## src/rtl/quad_pixel_reader_if.sv

```systemverilog
// quad_pixel_reader_if
//
// Bundles the tile-request controls, the dedicated data-memory read port and
// the outgoing pixel stream of quad_pixel_reader.
//
// Parameters:
//   ADDR_W - data-memory address width
//
// Signals:
//   start, cuadrante            - tile read request and tile select (row [3:2], col [1:0])
//   busy, done                  - frame in progress / one-cycle end-of-frame pulse
//   mem_rd_en, mem_addr         - read strobe and address toward data memory
//   mem_rdata                   - read data, valid one cycle after mem_rd_en
//   pixel, pixel_valid,
//   pixel_ready, pixel_last     - pixel stream
//
// Stream handshake: a pixel transfers on every rising edge where pixel_valid
// and pixel_ready are both 1. Once pixel_valid is raised it stays high, and
// pixel/pixel_last stay unchanged, until that transfer happens; pixel_ready
// may be driven freely and may depend on pixel_valid.
//
// Modports:
//   master - the reader itself
//   slave  - the memory / stream sink / requester environment
interface quad_pixel_reader_if #(
  parameter int ADDR_W = 18
);
  logic              start;
  logic [3:0]        cuadrante;
  logic              busy;
  logic              done;
  logic              mem_rd_en;
  logic [ADDR_W-1:0] mem_addr;
  logic [7:0]        mem_rdata;
  logic [7:0]        pixel;
  logic              pixel_valid;
  logic              pixel_ready;
  logic              pixel_last;

  modport master (
    input  start, cuadrante, mem_rdata, pixel_ready,
    output busy, done, mem_rd_en, mem_addr, pixel, pixel_valid, pixel_last
  );

  modport slave (
    output start, cuadrante, mem_rdata, pixel_ready,
    input  busy, done, mem_rd_en, mem_addr, pixel, pixel_valid, pixel_last
  );
endinterface

```

## src/rtl/quad_pixel_reader.sv

```systemverilog
// quad_pixel_reader
//
// Reads one GRID x GRID tile of an 8-bit framebuffer back out of data memory
// and streams its pixels in raster order. Addresses are generated
// incrementally (a line-base register advances by IMG_W per tile row), and a
// two-entry credit scheme keeps reads-in-flight plus buffered pixels <= 2.
//
// Ports:
//   clk      - clock, rising edge
//   reset    - synchronous, active-high; flushes FIFO and drops any read in flight
//   bus      - quad_pixel_reader_if.master (request, memory port, pixel stream)
//   stateDbg - current FSM state (0 IDLE, 1 RUN, 2 DRAIN)
//
// Optional feature macro: QUAD_READER_BORDER_EN -- when defined, pixels on the
// tile's outer ring are replaced by 8'hFF (memory reads are unchanged).
module quad_pixel_reader #(
  parameter int IMG_W     = 400,
  parameter int IMG_H     = 400,
  parameter int GRID      = 4,
  parameter int ADDR_W    = 18,
  parameter int BASE_ADDR = 0
) (
  input  logic                 clk,
  input  logic                 reset,
  quad_pixel_reader_if.master  bus,
  output logic [1:0]           stateDbg
);

  localparam int TW = IMG_W / GRID;
  localparam int TH = IMG_H / GRID;

  localparam logic [15:0]       X_LAST     = 16'(TW - 1);
  localparam logic [15:0]       Y_LAST     = 16'(TH - 1);
  localparam logic [ADDR_W-1:0] BASE_A     = ADDR_W'(BASE_ADDR);
  localparam logic [ADDR_W-1:0] STRIDE_A   = ADDR_W'(IMG_W);
  localparam logic [ADDR_W-1:0] TILE_ROW_A = ADDR_W'(TH * IMG_W);
  localparam logic [ADDR_W-1:0] TILE_COL_A = ADDR_W'(TW);

  typedef enum logic [1:0] {
    IDLE  = 2'd0,
    RUN   = 2'd1,
    DRAIN = 2'd2
  } state_t;

  state_t            state, stateNext;
  logic [15:0]       xCnt, yCnt;
  logic [ADDR_W-1:0] addrReg, lineBase, tileOrigin;
  logic              inFlight, inFlightLast;
  logic [1:0]        fifoCount;
  logic [7:0]        headData, tailData;
  logic              headLast, tailLast;
  logic [1:0]        used;
  logic              pop, rdEn, atLastPos, pixelValid, doneReg;
  logic [7:0]        pushData;

  // Tile origin multiplies only 2-bit selects by constants; this is evaluated
  // once at start and never sits in the per-pixel address path.
  assign tileOrigin = BASE_A
                    + ADDR_W'(bus.cuadrante[3:2]) * TILE_ROW_A
                    + ADDR_W'(bus.cuadrante[1:0]) * TILE_COL_A;

  assign pixelValid = (fifoCount != 2'd0);
  assign pop        = pixelValid && bus.pixel_ready;
  assign used       = fifoCount + {1'b0, inFlight};
  // A handshake in this cycle frees a slot, so a read may reuse it at once.
  assign rdEn       = (state == RUN) && ((used < 2'd2) || pop);
  assign atLastPos  = (xCnt == X_LAST) && (yCnt == Y_LAST);

  always_comb begin
    stateNext = state;
    unique case (state)
      IDLE:    if (bus.start) stateNext = RUN;
      RUN:     if (rdEn && atLastPos) stateNext = DRAIN;
      DRAIN:   if (pop && bus.pixel_last) stateNext = IDLE;
      default: stateNext = IDLE;
    endcase
  end

`ifdef QUAD_READER_BORDER_EN
  logic inFlightBorder;

  always_ff @(posedge clk) begin
    if (reset) inFlightBorder <= 1'b0;
    else       inFlightBorder <= rdEn && ((xCnt == 16'd0) || (xCnt == X_LAST) ||
                                          (yCnt == 16'd0) || (yCnt == Y_LAST));
  end

  assign pushData = inFlightBorder ? 8'hFF : bus.mem_rdata;
`else
  assign pushData = bus.mem_rdata;
`endif

  always_ff @(posedge clk) begin
    if (reset) begin
      state        <= IDLE;
      doneReg      <= 1'b0;
      xCnt         <= '0;
      yCnt         <= '0;
      addrReg      <= '0;
      lineBase     <= '0;
      inFlight     <= 1'b0;
      inFlightLast <= 1'b0;
      fifoCount    <= '0;
      headData     <= '0;
      tailData     <= '0;
      headLast     <= 1'b0;
      tailLast     <= 1'b0;
    end else begin
      state   <= stateNext;
      doneReg <= (state == DRAIN) && pop && bus.pixel_last;

      if (state == IDLE && bus.start) begin
        xCnt     <= '0;
        yCnt     <= '0;
        addrReg  <= tileOrigin;
        lineBase <= tileOrigin;
      end else if (rdEn) begin
        if (xCnt == X_LAST) begin
          xCnt     <= '0;
          yCnt     <= yCnt + 16'd1;
          lineBase <= lineBase + STRIDE_A;
          addrReg  <= lineBase + STRIDE_A;
        end else begin
          xCnt    <= xCnt + 16'd1;
          addrReg <= addrReg + ADDR_W'(1);
        end
      end

      // One-cycle read latency: the flag marks which cycle's mem_rdata is ours.
      inFlight     <= rdEn;
      inFlightLast <= rdEn && atLastPos;

      // Two-entry FIFO; the credit rule guarantees no push into a full FIFO
      // without a simultaneous pop.
      unique case ({inFlight, pop})
        2'b10: begin
          if (fifoCount == 2'd0) begin
            headData <= pushData;
            headLast <= inFlightLast;
          end else begin
            tailData <= pushData;
            tailLast <= inFlightLast;
          end
          fifoCount <= fifoCount + 2'd1;
        end
        2'b01: begin
          headData  <= tailData;
          headLast  <= tailLast;
          fifoCount <= fifoCount - 2'd1;
        end
        2'b11: begin
          if (fifoCount == 2'd1) begin
            headData <= pushData;
            headLast <= inFlightLast;
          end else begin
            headData <= tailData;
            headLast <= tailLast;
            tailData <= pushData;
            tailLast <= inFlightLast;
          end
        end
        default: ;
      endcase
    end
  end

  assign bus.busy        = (state != IDLE);
  assign bus.done        = doneReg;
  assign bus.mem_rd_en   = rdEn;
  assign bus.mem_addr    = addrReg;
  assign bus.pixel       = headData;
  assign bus.pixel_valid = pixelValid;
  assign bus.pixel_last  = headLast && pixelValid;
  assign stateDbg        = state;

endmodule

```

## src/flat_wrapper.sv

```systemverilog
// flat-port wrapper written by rule: the top's interface ports become plain ports
module quad_pixel_reader_flat 
#(
  parameter int IMG_W     = 400,
  parameter int IMG_H     = 400,
  parameter int GRID      = 4,
  parameter int ADDR_W    = 18,
  parameter int BASE_ADDR = 0
)
  (clk, reset, stateDbg, bus_start, bus_cuadrante, bus_mem_rdata, bus_pixel_ready, bus_busy, bus_done, bus_mem_rd_en, bus_mem_addr, bus_pixel, bus_pixel_valid, bus_pixel_last);
  quad_pixel_reader_if #(.ADDR_W(ADDR_W)) bus_i ();
  input  logic clk;
  input  logic reset;
  output logic [1:0] stateDbg;
  input wire logic [$bits(bus_i.start)-1:0] bus_start;
  input wire logic [$bits(bus_i.cuadrante)-1:0] bus_cuadrante;
  input wire logic [$bits(bus_i.mem_rdata)-1:0] bus_mem_rdata;
  input wire logic [$bits(bus_i.pixel_ready)-1:0] bus_pixel_ready;
  output wire logic [$bits(bus_i.busy)-1:0] bus_busy;
  output wire logic [$bits(bus_i.done)-1:0] bus_done;
  output wire logic [$bits(bus_i.mem_rd_en)-1:0] bus_mem_rd_en;
  output wire logic [$bits(bus_i.mem_addr)-1:0] bus_mem_addr;
  output wire logic [$bits(bus_i.pixel)-1:0] bus_pixel;
  output wire logic [$bits(bus_i.pixel_valid)-1:0] bus_pixel_valid;
  output wire logic [$bits(bus_i.pixel_last)-1:0] bus_pixel_last;
  assign bus_i.start = bus_start;
  assign bus_i.cuadrante = bus_cuadrante;
  assign bus_i.mem_rdata = bus_mem_rdata;
  assign bus_i.pixel_ready = bus_pixel_ready;
  assign bus_busy = bus_i.busy;
  assign bus_done = bus_i.done;
  assign bus_mem_rd_en = bus_i.mem_rd_en;
  assign bus_mem_addr = bus_i.mem_addr;
  assign bus_pixel = bus_i.pixel;
  assign bus_pixel_valid = bus_i.pixel_valid;
  assign bus_pixel_last = bus_i.pixel_last;
  quad_pixel_reader #(.IMG_W(IMG_W), .IMG_H(IMG_H), .GRID(GRID), .ADDR_W(ADDR_W), .BASE_ADDR(BASE_ADDR)) u_core (.clk(clk), .reset(reset), .bus(bus_i), .stateDbg(stateDbg));
endmodule
```

## config.mk

```make
export PLATFORM = sky130hd
export DESIGN_NAME = quad_pixel_reader_flat
export DESIGN_NICKNAME = d
export VERILOG_FILES = /design/src/rtl/quad_pixel_reader_if.sv /design/src/rtl/quad_pixel_reader.sv /design/src/flat_wrapper.sv
export SDC_FILE = /design/constraint.sdc
export NUM_CORES = 1
export LEC_CHECK = 0
export ABC_AREA = 1
export CAP_MARGIN = 20
export CORE_MARGIN = 2
export CORE_UTILIZATION = 55
export DETAILED_ROUTE_END_ITERATION = 10
export DONT_BUFFER_PORTS = 1
export GPL_TIMING_DRIVEN = 0
export PLACE_DENSITY = 0.7
export SYNTH_ARGS = -nofsm -noshare
export SYNTH_HDL_FRONTEND = slang
export SYNTH_SLANG_ARGS = --single-unit
```

## constraint.sdc

```tcl
create_clock -name clk -period 2.73 [get_ports clk]
set_clock_uncertainty 0.1 [all_clocks]
set_input_delay 0 -clock clk [delete_from_list [all_inputs] [get_ports clk]]
set_output_delay 0 -clock clk [all_outputs]
set_load 0.05 [all_outputs]
```

==> metrics.csv, run 1 <==
stage;metric;value;unit
clock_network;clk sink count;91;
placement;port buffer count;0;
synth;syn nets;878;
synth;post-synthesis async set-or-reset flop share;0;%
pwr;P_leak;0.00247;uW
floorplan;# rows;36;
clock_network;number of H-tree levels;3;
floorplan;Die Area;10800;um^2
synth;synthesis-stage register bit count;91;
routing;final WL;14600;um
final_layout;synthesis-to-layout area growth;10.5;%
outcome;status;completed;
global_route;grt total ovfl;0;
placement;routability cong.;0.878;
synth;distinct cell type count after synthesis;37;
routing;Vias;5562;
setup_path;reg-to-reg endpoint;u_core.tailData[4];
synth;Synth Cell Area;5470;um^2
final_layout;share of layout cells above drive strength 1;7.55;%
setup_path;slowest CP cell;dfxtp_1;
floorplan;Die W;104;um
setup_path;CP Capture Type;register;
final_layout;most frequent cells in the layout;nand2_1, inv_1, nor2_1;
synth;largest cells by area after synthesis;dfxtp_1, nand2_1, inv_1;
setup_path;kind of critical path;register to register;
final_layout;commonest non-fill, non-tap cell in the layout;nand2_1;
synth;Top FF cell, synth;dfxtp_1;
global_route;first-pass GRT wire length;24000;um
final_layout;Final Net Count;903;
clock_network;Reg clk slew, reported paths;90;ps
routing;routed via count divided by cell count;5.52;
sta;highest clock rate;395;MHz
clock_network;worst skew pair latency;380;ps
routing;Post-DRT Antenna Nets;0;
synth;sequential area share after synthesis;33.3;%
setup_path;Crit path max-delay family;buffers and inverters;
setup_path;worst r2r path cells;12;
synth;Yosys warning total;0;
clock_network;CTS root buffer;clkbuf_8;
clock_network;CTS tree;built;
synth;synthesized instance count;845;
global_route;gr usage total;27.1;%
routing;drt wl/cell;14.5;um
floorplan;Initial Utilization;56.2;%
sta;Fin. Hold Viols;0;
routing;Detailed Routing Iterations Pass 1;5;
sta;Final period util;92.8;%
floorplan;I/O Pins;49;
routing;Residual DRC;0;
synth;number of synthesized flops with an enable pin;0;
hold_path;Hold Crit Depth;5;
hold_path;worst min path class;input port to register;
sta;smallest hold slack;1.62;ps
clock_network;Clock Tree Buf Depth;2;
job;Max-Cap Viols;0;
placement;Post-DP HPWL;10800;um
routing;initial drt markers;461;
global_route;largest net degree at the start of global routing;16;
setup_path;r2r setup slk;200;ps
synth;top cell type's share of synthesized area;33.3;%
clock_network;post-CTS setup buffer count;0;
final_layout;number of diodes;0;
sta;min Tclk post-route;2530;ps
setup_path;CP Buf/Inv Count;4;
sta;Final setup violation count;0;
setup_path;CP cell instances;inv_1 > ha_1 > inv_2 > nand2_2 > inv_1 > ha_1 > nand2_1 > o21ai_0 > o21ai_2 > buf_2 > o21ai_0 > a21oi_1;
pwr;Pwr per Cell Area;617;nW/um^2
setup_path;critical path arrival;2710;ps
setup_path;CP Max Fanout;10;
global_route;initial antenna violation count;0;
sta;Slew Limit Headroom;37.2;%
hold_path;Hold EP;u_core.lineBase[9];
pwr;Worst VDD drop;0.338;mV
setup_path;CP Data Required Time;2910;ps
sta;TNS Setup;0;ps
setup_path;Worst path max stage delay;430;ps
sta;Max Slew Vio Count;0;
global_route;vias in the first global route;4968;
setup_path;Worst setup SP type;register;
setup_path;RR Startpoint;u_core.fifoCount[0];
hold_path;hold path startpoint;bus_cuadrante[3];
sta;Worst Tran Pin Value;938;ps
clock_network;Inserted Clock Buffers;9;
synth;area leader, netlist;dfxtp_1;
synth;syn_area_per_cell;6.47;um^2
floorplan;Die Y-Extent;104;um
floorplan;Core Area;9730;um^2
[repair_timing]
action / CTS / global route
endpoints found under the setup margin: 0 / 11
hold buffers: 14 / 0
gates resized for setup: 0 / 2
endpoints found under the hold margin: 32 / 0
[worst min-delay path, stage by stage]
cell and delay (ps):
ha_1 120, nand2_1 50, nand2_1 60, nand2_1 70, a31oi_1 150
[synth_stat cells (9+ instances only)]
| cell type | instances |
|---|---|
| a21oi_1 | 63 |
| buf_2 | 10 |
| dfxtp_1 | 91 |
| ha_1 | 16 |
| inv_1 | 112 |
| nand2_1 | 214 |
| nand3_1 | 59 |
| nand4_1 | 23 |
| nor2_1 | 94 |
| nor3_1 | 17 |
| o21ai_0 | 42 |
| o221ai_1 | 9 |
| xor2_1 | 12 |
[layout make-up]
cell class | instances | area, um^2
plain buffers | 21 | 114
multi-input cells | 613 | 3090
inverters | 120 | 450
clock buffers | 9 | 124
clock inverters | 6 | 138
fillers | 939 | 3690
well taps | 133 | 166
flip-flops and latches | 91 | 1820
repair buffers | 14 | 140
[power breakdown]
group          leakage [uW]  internal (uW)  switching (uW)
Sequential         0.000740           1440             351
Clock              0.000130            700             499
Combinational       0.00160            227             506
Total               0.00247           2370            1360
[kinds of logic (layout without fill, tap and decap cells)]
kind of cell / count (synthesis) / after routing / share of synthesized area (%)
XOR/XNOR: 20 / 20 / 3.21
buffers and inverters: 141 / 170 / 10.3
flip-flops: 91 / 91 / 33.3
adder cells (fa/ha/maj): 17 / 17 / 4.03
AND/OR/NAND/NOR: 440 / 440 / 35.5
AO/OA/AOI/OAI: 136 / 136 / 13.6
[worst max path at each step]
stage | start | end | slack, ps | depth (start not counted)
6_report | u_core.fifoCount[0] | u_core.tailData[4] | 200 | 12
4_1_cts | u_core.fifoCount[0] | u_core.tailData[4] | 140 | 11
5_1_grt | u_core.fifoCount[0] | u_core.tailData[4] | -40 | 12
3_5_place_dp | u_core.fifoCount[0] | u_core.bus.pixel[0] | 160 | 11
2_1_floorplan | u_core.fifoCount[0] | u_core.tailData[4] | 610 | 11
3_3_place_gp | u_core.fifoCount[0] | u_core.tailData[4] | 300 | 11
[layer usage]
| metal | global-route usage (%) | wire (um) | vias to the layer above |
|---|---|---|---|
| met5 | 0 | 0 | - |
| li1 | - | - | 2793 |
| met3 | 5.03 | 994 | 20 |
| met4 | 8.11 | 214 | 0 |
| met2 | 44.7 | 6700 | 192 |
| met1 | 36.2 | 6680 | 2557 |
[through the flow]
stage	worst slack, ps	utilization, %	power, uW	area (um^2)	instances
after floorplan	608	-	2330	5470	845
after global placement	297	57.9	2490	5630	978
after detailed placement	161	57.9	2520	5630	978
after CTS	145	62.0	3720	6030	1007
after global routing	-39.0	62.1	3880	6040	1007
final	196	62.1	3730	6040	1007
[state kept, by name (all words and copies together), names as in the netlist, 2 cells and up]
| name | count |
|---|---|
| u_core.tailData | 8 |
| u_core.bus.mem_addr | 18 |
| u_core.bus.pixel | 8 |
| u_core.xCnt | 16 |
| u_core.fifoCount | 2 |
| u_core.yCnt | 16 |
| u_core.lineBase | 16 |
| u_core.stateDbg | 2 |
No activity file was read; power rests on OpenSTA's default activity.
==> run 2: changes to the inputs <==
--- a/config.mk
+++ b/config.mk
@@ -11,7 +11,6 @@
 export CORE_UTILIZATION = 55
 export DETAILED_ROUTE_END_ITERATION = 10
 export DONT_BUFFER_PORTS = 1
-export GPL_TIMING_DRIVEN = 0
 export PLACE_DENSITY = 0.7
 export SYNTH_ARGS = -nofsm -noshare
 export SYNTH_HDL_FRONTEND = slang
==> run 2 against run 1 <==
Compared with the run above: die area stayed put; first-iteration DRC count decreased by 12%; cell area increased by 2.1%; sequential share of layout area down 0.61 points; hold slack gained 14 ps; routed wire length decreased by 4.5%; count of clock-buffer cells in the layout stayed put; flip-flop and latch count is the same; power rose by 1.7%; register-to-register slack better by 30 ps; largest cell class unchanged.
==> metrics.csv, run 2 (same netlist as run 1, synthesis figures left out) <==
stage;metric;value;unit;change
pwr;Psw;1370;uW;+0.71%
clock_network;Inserted Clock Buffers;9;;unchanged
clock_network;post-CTS setup buffer count;0;;unchanged
placement;Post-DP HPWL;9800;um;-8.9%
placement;port buffer count;0;;unchanged
floorplan;Die Area;10800;um^2;unchanged
pwr;Clk pwr share;32.3;%;about the same
routing;Detailed Routing Iterations Pass 1;5;;unchanged
floorplan;Die W;104;um;unchanged
routing;Residual DRC;0;;unchanged
sta;TNS Setup;0;ps;unchanged
placement;routability cong.;0.908;;+3.4%
routing;Vias;5457;;-1.9%
final_layout;synthesis-to-layout area growth;12.8;%;
final_layout;Post-Layout Cell Count;1015;;+0.79%
pwr;internal power;2430;uW;+2.3%
routing;Post-DRT Antenna Nets;0;;unchanged
pwr;part of the power in combinational logic;23.6;%;+3.9 points
floorplan;I/O Pins;49;;unchanged
global_route;GR peak layer;met2;;
job;Max-Cap Viols;0;;unchanged
routing;final WL;13900;um;-4.5%
clock_network;CTS root buffer;clkbuf_8;;
global_route;grt total ovfl;0;;unchanged
setup_path;Worst setup SP type;register;;
sta;Slew Limit Headroom;28.7;%;-8.5 points
pwr;Pwr per Cell Area;615;nW/um^2;-0.33%
final_layout;Util after Layout;63.4;%;+1.3 points
sta;highest clock rate;400;MHz;+1.3%
sta;Fin. Hold Viols;0;;unchanged
floorplan;Initial Utilization;56.2;%;unchanged
global_route;initial antenna violation count;0;;unchanged
sta;smallest hold slack;15.5;ps;+13.9 ps
routing;drt wl/cell;13.7;um;-5.3%
sta;Final period util;91.6;%;-1.2 points
placement;dpl cells;981;;+0.31%
final_layout;Final Net Count;910;;+0.78%
clock_network;Clock Tree Buf Depth;2;;unchanged
routing;routed via count divided by cell count;5.38;;-2.7%
setup_path;slowest CP cell;dlygate4sd3_1;;
floorplan;# rows;36;;unchanged
final_layout;max FFs per register;18;;unchanged
clock_network;number of H-tree levels;3;;unchanged
final_layout;number of diodes;0;;unchanged
global_route;largest net degree at the start of global routing;33;;+17
global_route;met3 Track Usage GR;4.09;%;-0.94 points
final_layout;share of layout cells above drive strength 1;8.73;%;+1.2 points
final_layout;most frequent cells in the layout;nand2_1, inv_1, nor2_1;;
sta;Worst Tran Pin Value;1060;ps;+123 ps
clock_network;clk sink count;91;;unchanged
hold_path;worst min path class;input port to register;;
outcome;status;completed;;
floorplan;Die Y-Extent;104;um;unchanged
sta;Max Slew Vio Count;0;;unchanged
pwr;P_leak;0.00256;uW;+3.5%
clock_network;CTS tree;built;;
setup_path;CP Capture Type;register;;
placement;pre-CTS setup slack;430;ps;+268 ps
setup_path;CP most frequent cell;nand2_1;;
final_layout;commonest non-fill, non-tap cell in the layout;nand2_1;;
setup_path;CP Buf/Inv Count;2;;-2
global_route;vias in the first global route;4846;;-2.5%
setup_path;Crit path max-delay family;buffers and inverters;;
setup_path;kind of critical path;register to register;;
floorplan;Core Area;9730;um^2;unchanged
global_route;met2 usage;41.2;%;-3.5 points
routing;initial drt markers;406;;-12%
setup_path;critical path arrival;2730;ps;+20 ps
global_route;met1 Use GR;35.4;%;-0.76 points
pwr;Net Sw Frac;36.0;%;-0.36 points
setup_path;CP Max Fanout;17;;+7
setup_path;CP Data Required Time;2960;ps;+50 ps
global_route;first-pass GRT wire length;23000;um;-4.3%
setup_path;CP cell instances;ha_1 > nand2_1 > nor2_2 > nand2_4 > inv_1 > nand2_1 > nand2_1 > nand2_1 > a21oi_1 > dlygate4sd3_1;;
pwr;sequential power share;44.1;%;-4.0 points
clock_network;Reg clk slew, reported paths;100;ps;about the same
sta;min Tclk post-route;2500;ps;-32.5 ps
clock_network;worst skew pair latency;380;ps;about the same
sta;post-route setup slack;229;ps;+32.5 ps
pwr;Worst VDD drop;0.333;mV;-1.3%
setup_path;Worst path max stage delay;570;ps;+140 ps
sta;Final setup violation count;0;;unchanged
global_route;gr usage total;25.7;%;-1.3 points
sta;RSZ-0062 raised after global routing;false;;
run 2: repair_timing:
action                     4_1_cts  5_1_grt
hold buffers                    18        0
hold endpoints to repair        72        0
setup endpoints to repair        0        1
resized for setup                0        2
run 2: per-stage QoR:
step                      instance area, um^2  total power [uW]
after floorplan                          5470              2330
after global placement                   5700              2510
after detailed placement                 5700              2540
after CTS                                6160              3800
after global routing                     6160              3970
final                                    6160              3790
run 2: final timing paths:
| path | from | slack, ps | cells past startpoint | to |
|---|---|---|---|---|
| max | u_core.xCnt[0] | 230 | 10 | u_core.bus.mem_addr[13] |
| min reg2reg | u_core.tailData[7] | 360 | 2 | u_core.tailData[7] |
| min | bus_cuadrante[3] | 20 | 4 | u_core.bus.mem_addr[11] |
| max reg2reg | u_core.xCnt[0] | 230 | 10 | u_core.bus.mem_addr[13] |
run 2: layer usage:
metal  up-vias  wire [um]
li1       2797          -
met1      2487       6560
met2       152       6270
met3        21        855
met4         0        243
met5         -          0
run 2: power by group through the flow:
stage | logic [uW] | clock network (uW) | registers (uW)
after detailed placement | 842 | 0 | 1700
after floorplan | 539 | 0 | 1790
after CTS | 880 | 1250 | 1670
after global routing | 988 | 1300 | 1680
after global placement | 820 | 0 | 1700
final | 895 | 1220 | 1670
run 2: final cells by class:
| cell class | instances | area [um^2] |
|---|---|---|
| sequential | 91 | 1820 |
| multi-input combinational | 613 | 3090 |
| clock inverter | 7 | 145 |
| inverter | 120 | 450 |
| fill | 954 | 3560 |
| timing repair buffer | 42 | 370 |
| clock buffer | 9 | 124 |
| tap | 133 | 166 |
run 2: worst reg2reg max path, stage by stage, from the launching register on:
cell	delay, ps
dfxtp_1	430
ha_1	290
nand2_1	90
nor2_2	160
nand2_4	180
inv_1	200
nand2_1	110
nand2_1	90
nand2_1	60
a21oi_1	150
dlygate4sd3_1	570
==> run 3: changes to the inputs <==
--- a/config.mk
+++ b/config.mk
@@ -6,12 +6,12 @@
 export NUM_CORES = 1
 export LEC_CHECK = 0
 export ABC_AREA = 1
+export BUFFER_PORTS_ARGS = -buffer_cell sky130_fd_sc_hd__buf_2
 export CAP_MARGIN = 20
 export CORE_MARGIN = 2
 export CORE_UTILIZATION = 55
 export DETAILED_ROUTE_END_ITERATION = 10
-export DONT_BUFFER_PORTS = 1
-export PLACE_DENSITY = 0.7
+export PLACE_DENSITY = 0.75
 export SYNTH_ARGS = -nofsm -noshare
 export SYNTH_HDL_FRONTEND = slang
 export SYNTH_SLANG_ARGS = --single-unit
==> constraint.sdc (replaced) <==
create_clock -name clk -period 2.73 [get_ports clk]
set_clock_uncertainty 0.1 [all_clocks]
set_input_delay 0 -clock clk [delete_from_list [all_inputs] [get_ports clk]]
set_output_delay 0 -clock clk [all_outputs]
set_load 0.02 [all_outputs]
==> run 3 against run 2 <==
Compared with the run above: combinational power decreased by 8.7%; hold slack improved by 7.4 ps; largest cell class unchanged; first-iteration DRC count decreased by 0.99%; count of clock-buffer cells in the layout did not move; critical endpoint is now u_core.tailLast; critical path depth unchanged; cell area fell by 1.3%.
==> metrics.csv, run 3 (same netlist as run 1, synthesis figures left out) <==
stage;metric;value;unit;change
outcome;status;completed;;
setup_path;CP Data Required Time;2930;ps;-30 ps
routing;Post-DRT Antenna Nets;0;;unchanged
setup_path;CP Max Fanout;18;;+1
setup_path;kind of critical path;register to register;;
final_layout;synthesis-to-layout area growth;11.3;%;
sta;Final setup violation count;0;;unchanged
global_route;largest net degree at the start of global routing;33;;unchanged
pwr;part of the power in combinational logic;25.5;%;+1.9 points
pwr;Psw;1150;uW;-15%
sta;Fin. Hold Viols;0;;unchanged
hold_path;worst min path class;input port to register;;
clock_network;Clock Tree Buf Depth;2;;unchanged
routing;initial drt markers;402;;-0.99%
clock_network;Reg clk slew, reported paths;100;ps;about the same
clock_network;Inserted Clock Buffers;9;;unchanged
job;Max-Cap Viols;0;;unchanged
clock_network;clk sink count;91;;unchanged
placement;Placed Area;5790;um^2;+1.6%
floorplan;Die Y-Extent;104;um;unchanged
clock_network;CTS tree;built;;
setup_path;Worst setup SP type;register;;
floorplan;I/O Pins;49;;unchanged
floorplan;Core Area;9730;um^2;unchanged
sta;TNS Setup;0;ps;unchanged
floorplan;Die W;104;um;unchanged
final_layout;post-route cell area;6080;um^2;-1.3%
setup_path;crit path from;u_core.fifoCount[0];;
global_route;initial antenna violation count;0;;unchanged
pwr;Clk pwr share;26.0;%;-6.3 points
sta;Final period util;86.5;%;-5.2 points
global_route;first-pass GRT wire length;23300;um;+1.4%
global_route;grt total ovfl;0;;unchanged
placement;routability cong.;0.913;;+0.53%
sta;Slew Limit Headroom;32.4;%;+3.6 points
final_layout;Final Net Count;932;;+2.4%
sta;highest clock rate;424;MHz;+6.0%
setup_path;RR Startpoint;u_core.fifoCount[0];;
clock_network;CTS root buffer;clkbuf_8;;
final_layout;max FFs per register;18;;unchanged
routing;drt wl/cell;13.1;um;-4.7%
floorplan;Initial Utilization;56.2;%;unchanged
sta;RSZ-0062 raised after global routing;false;;
placement;port buffer count;48;;+48
sta;Worst Tran Pin Value;1010;ps;-54.2 ps
pwr;Net Sw Frac;36.1;%;+0.048 points
final_layout;fillcell total;919;;-3.7%
global_route;gr usage total;25.8;%;+0.076 points
final_layout;commonest non-fill, non-tap cell in the layout;nand2_1;;
pwr;internal power;2050;uW;-16%
routing;Residual DRC;0;;unchanged
floorplan;Die Area;10800;um^2;unchanged
routing;routed via count divided by cell count;5.34;;-0.67%
hold_path;hold path startpoint;reset;;
final_layout;most frequent cells in the layout;nand2_1, inv_1, nor2_1;;
clock_network;number of H-tree levels;3;;unchanged
clock_network;post-CTS sizing;0;;unchanged
placement;Post-DP HPWL;9980;um;+1.8%
pwr;Pwr per Cell Area;526;nW/um^2;-14%
global_route;vias in the first global route;5070;;+4.6%
final_layout;number of diodes;0;;unchanged
setup_path;CP Capture Type;register;;
routing;final WL;13600;um;-2.6%
pwr;P_leak;0.00259;uW;+1.3%
sta;Max Slew Vio Count;0;;unchanged
pwr;Worst VDD drop;0.263;mV;-21%
routing;Vias;5538;;+1.5%
pwr;sequential power share;48.5;%;+4.4 points
sta;min Tclk post-route;2360;ps;-141 ps
routing;Detailed Routing Iterations Pass 1;5;;unchanged
clock_network;worst skew pair latency;370;ps;about the same
floorplan;# rows;36;;unchanged
setup_path;critical path arrival;2560;ps;-170 ps
final_layout;share of layout cells above drive strength 1;11.4;%;+2.7 points
## run 3: cell count changes in the layout (fill, tap and decap cells not counted), sizes merged
cell / change
clkinvlp: +3
buf: +27
clkinv: +2
dlygate4sd3: -5
bufinv: -4
inv: -1
## run 3: path summary, 6_finish.rpt
check / cells past startpoint / slack (ps) / to
worst max-delay path: 10 / 370 / u_core.tailLast
worst min-delay path: 3 / 20 / u_core.bus.mem_addr[15]
worst max register to register: 10 / 370 / u_core.tailLast
worst min register to register: 2 / 360 / u_core.tailData[4]
## run 3: cell type report
cell class | count | area [um^2] | share of cell area, %
clock inverter | 7 | 52.6 | 0.864
tap | 133 | 166 | 2.73
timing repair buffer | 64 | 390 | 6.42
multi-input combinational | 613 | 3080 | 50.6
clock buffer | 9 | 124 | 2.04
inverter | 120 | 450 | 7.40
sequential | 91 | 1820 | 29.9
## run 3: layer usage
metal / global-route usage (%) / vias up / share of wire (%)
li1: - / 2829 / -
met1: 35.1 / 2525 / 47
met2: 41.9 / 158 / 46
met3: 3.21 / 26 / 5.2
met4: 10.1 / 0 / 2.0
met5: 0 / - / 0
## run 3: stage by stage
| step | utilization (%) | instances | total power (uW) | setup WS [ps] | hold WS (ps) |
|---|---|---|---|---|---|
| 6_report | 62.5 | 1037 | 3200 | 370 | 22.9 |
| 5_1_grt | 62.5 | 1037 | 3390 | 57.5 | 31.2 |
| 4_1_cts | 62.5 | 1037 | 3220 | 365 | 12.6 |
| 3_5_place_dp | 59.5 | 1009 | 2380 | 387 | 191 |
| 3_3_place_gp | 59.5 | 1009 | 2350 | 551 | 194 |
| 2_1_floorplan | - | 845 | 2150 | 740 | 50.6 |
## run 3: repair_timing
item                                   4_1_cts  5_1_grt
endpoints found under the hold margin       20        0
hold buffers                                12        0
setup buffers                                0        0
## run 3: worst max-delay path: stages, from the launching register on
cell and delay, ps:
dfxtp_1 420, inv_1 70, ha_1 220, inv_2 90, nand2_2 80, inv_1 80
ha_1 200, o21ai_0 100, o21ai_1 540, o21ai_0 200, a21oi_1 180
## run 3: power groups by stage
stage	Combinational, uW	Clock (uW)	Sequential [uW]
6_report	817	832	1550
5_1_grt	915	909	1570
4_1_cts	812	857	1550
3_5_place_dp	796	0	1580
3_3_place_gp	775	0	1570
2_1_floorplan	507	0	1640
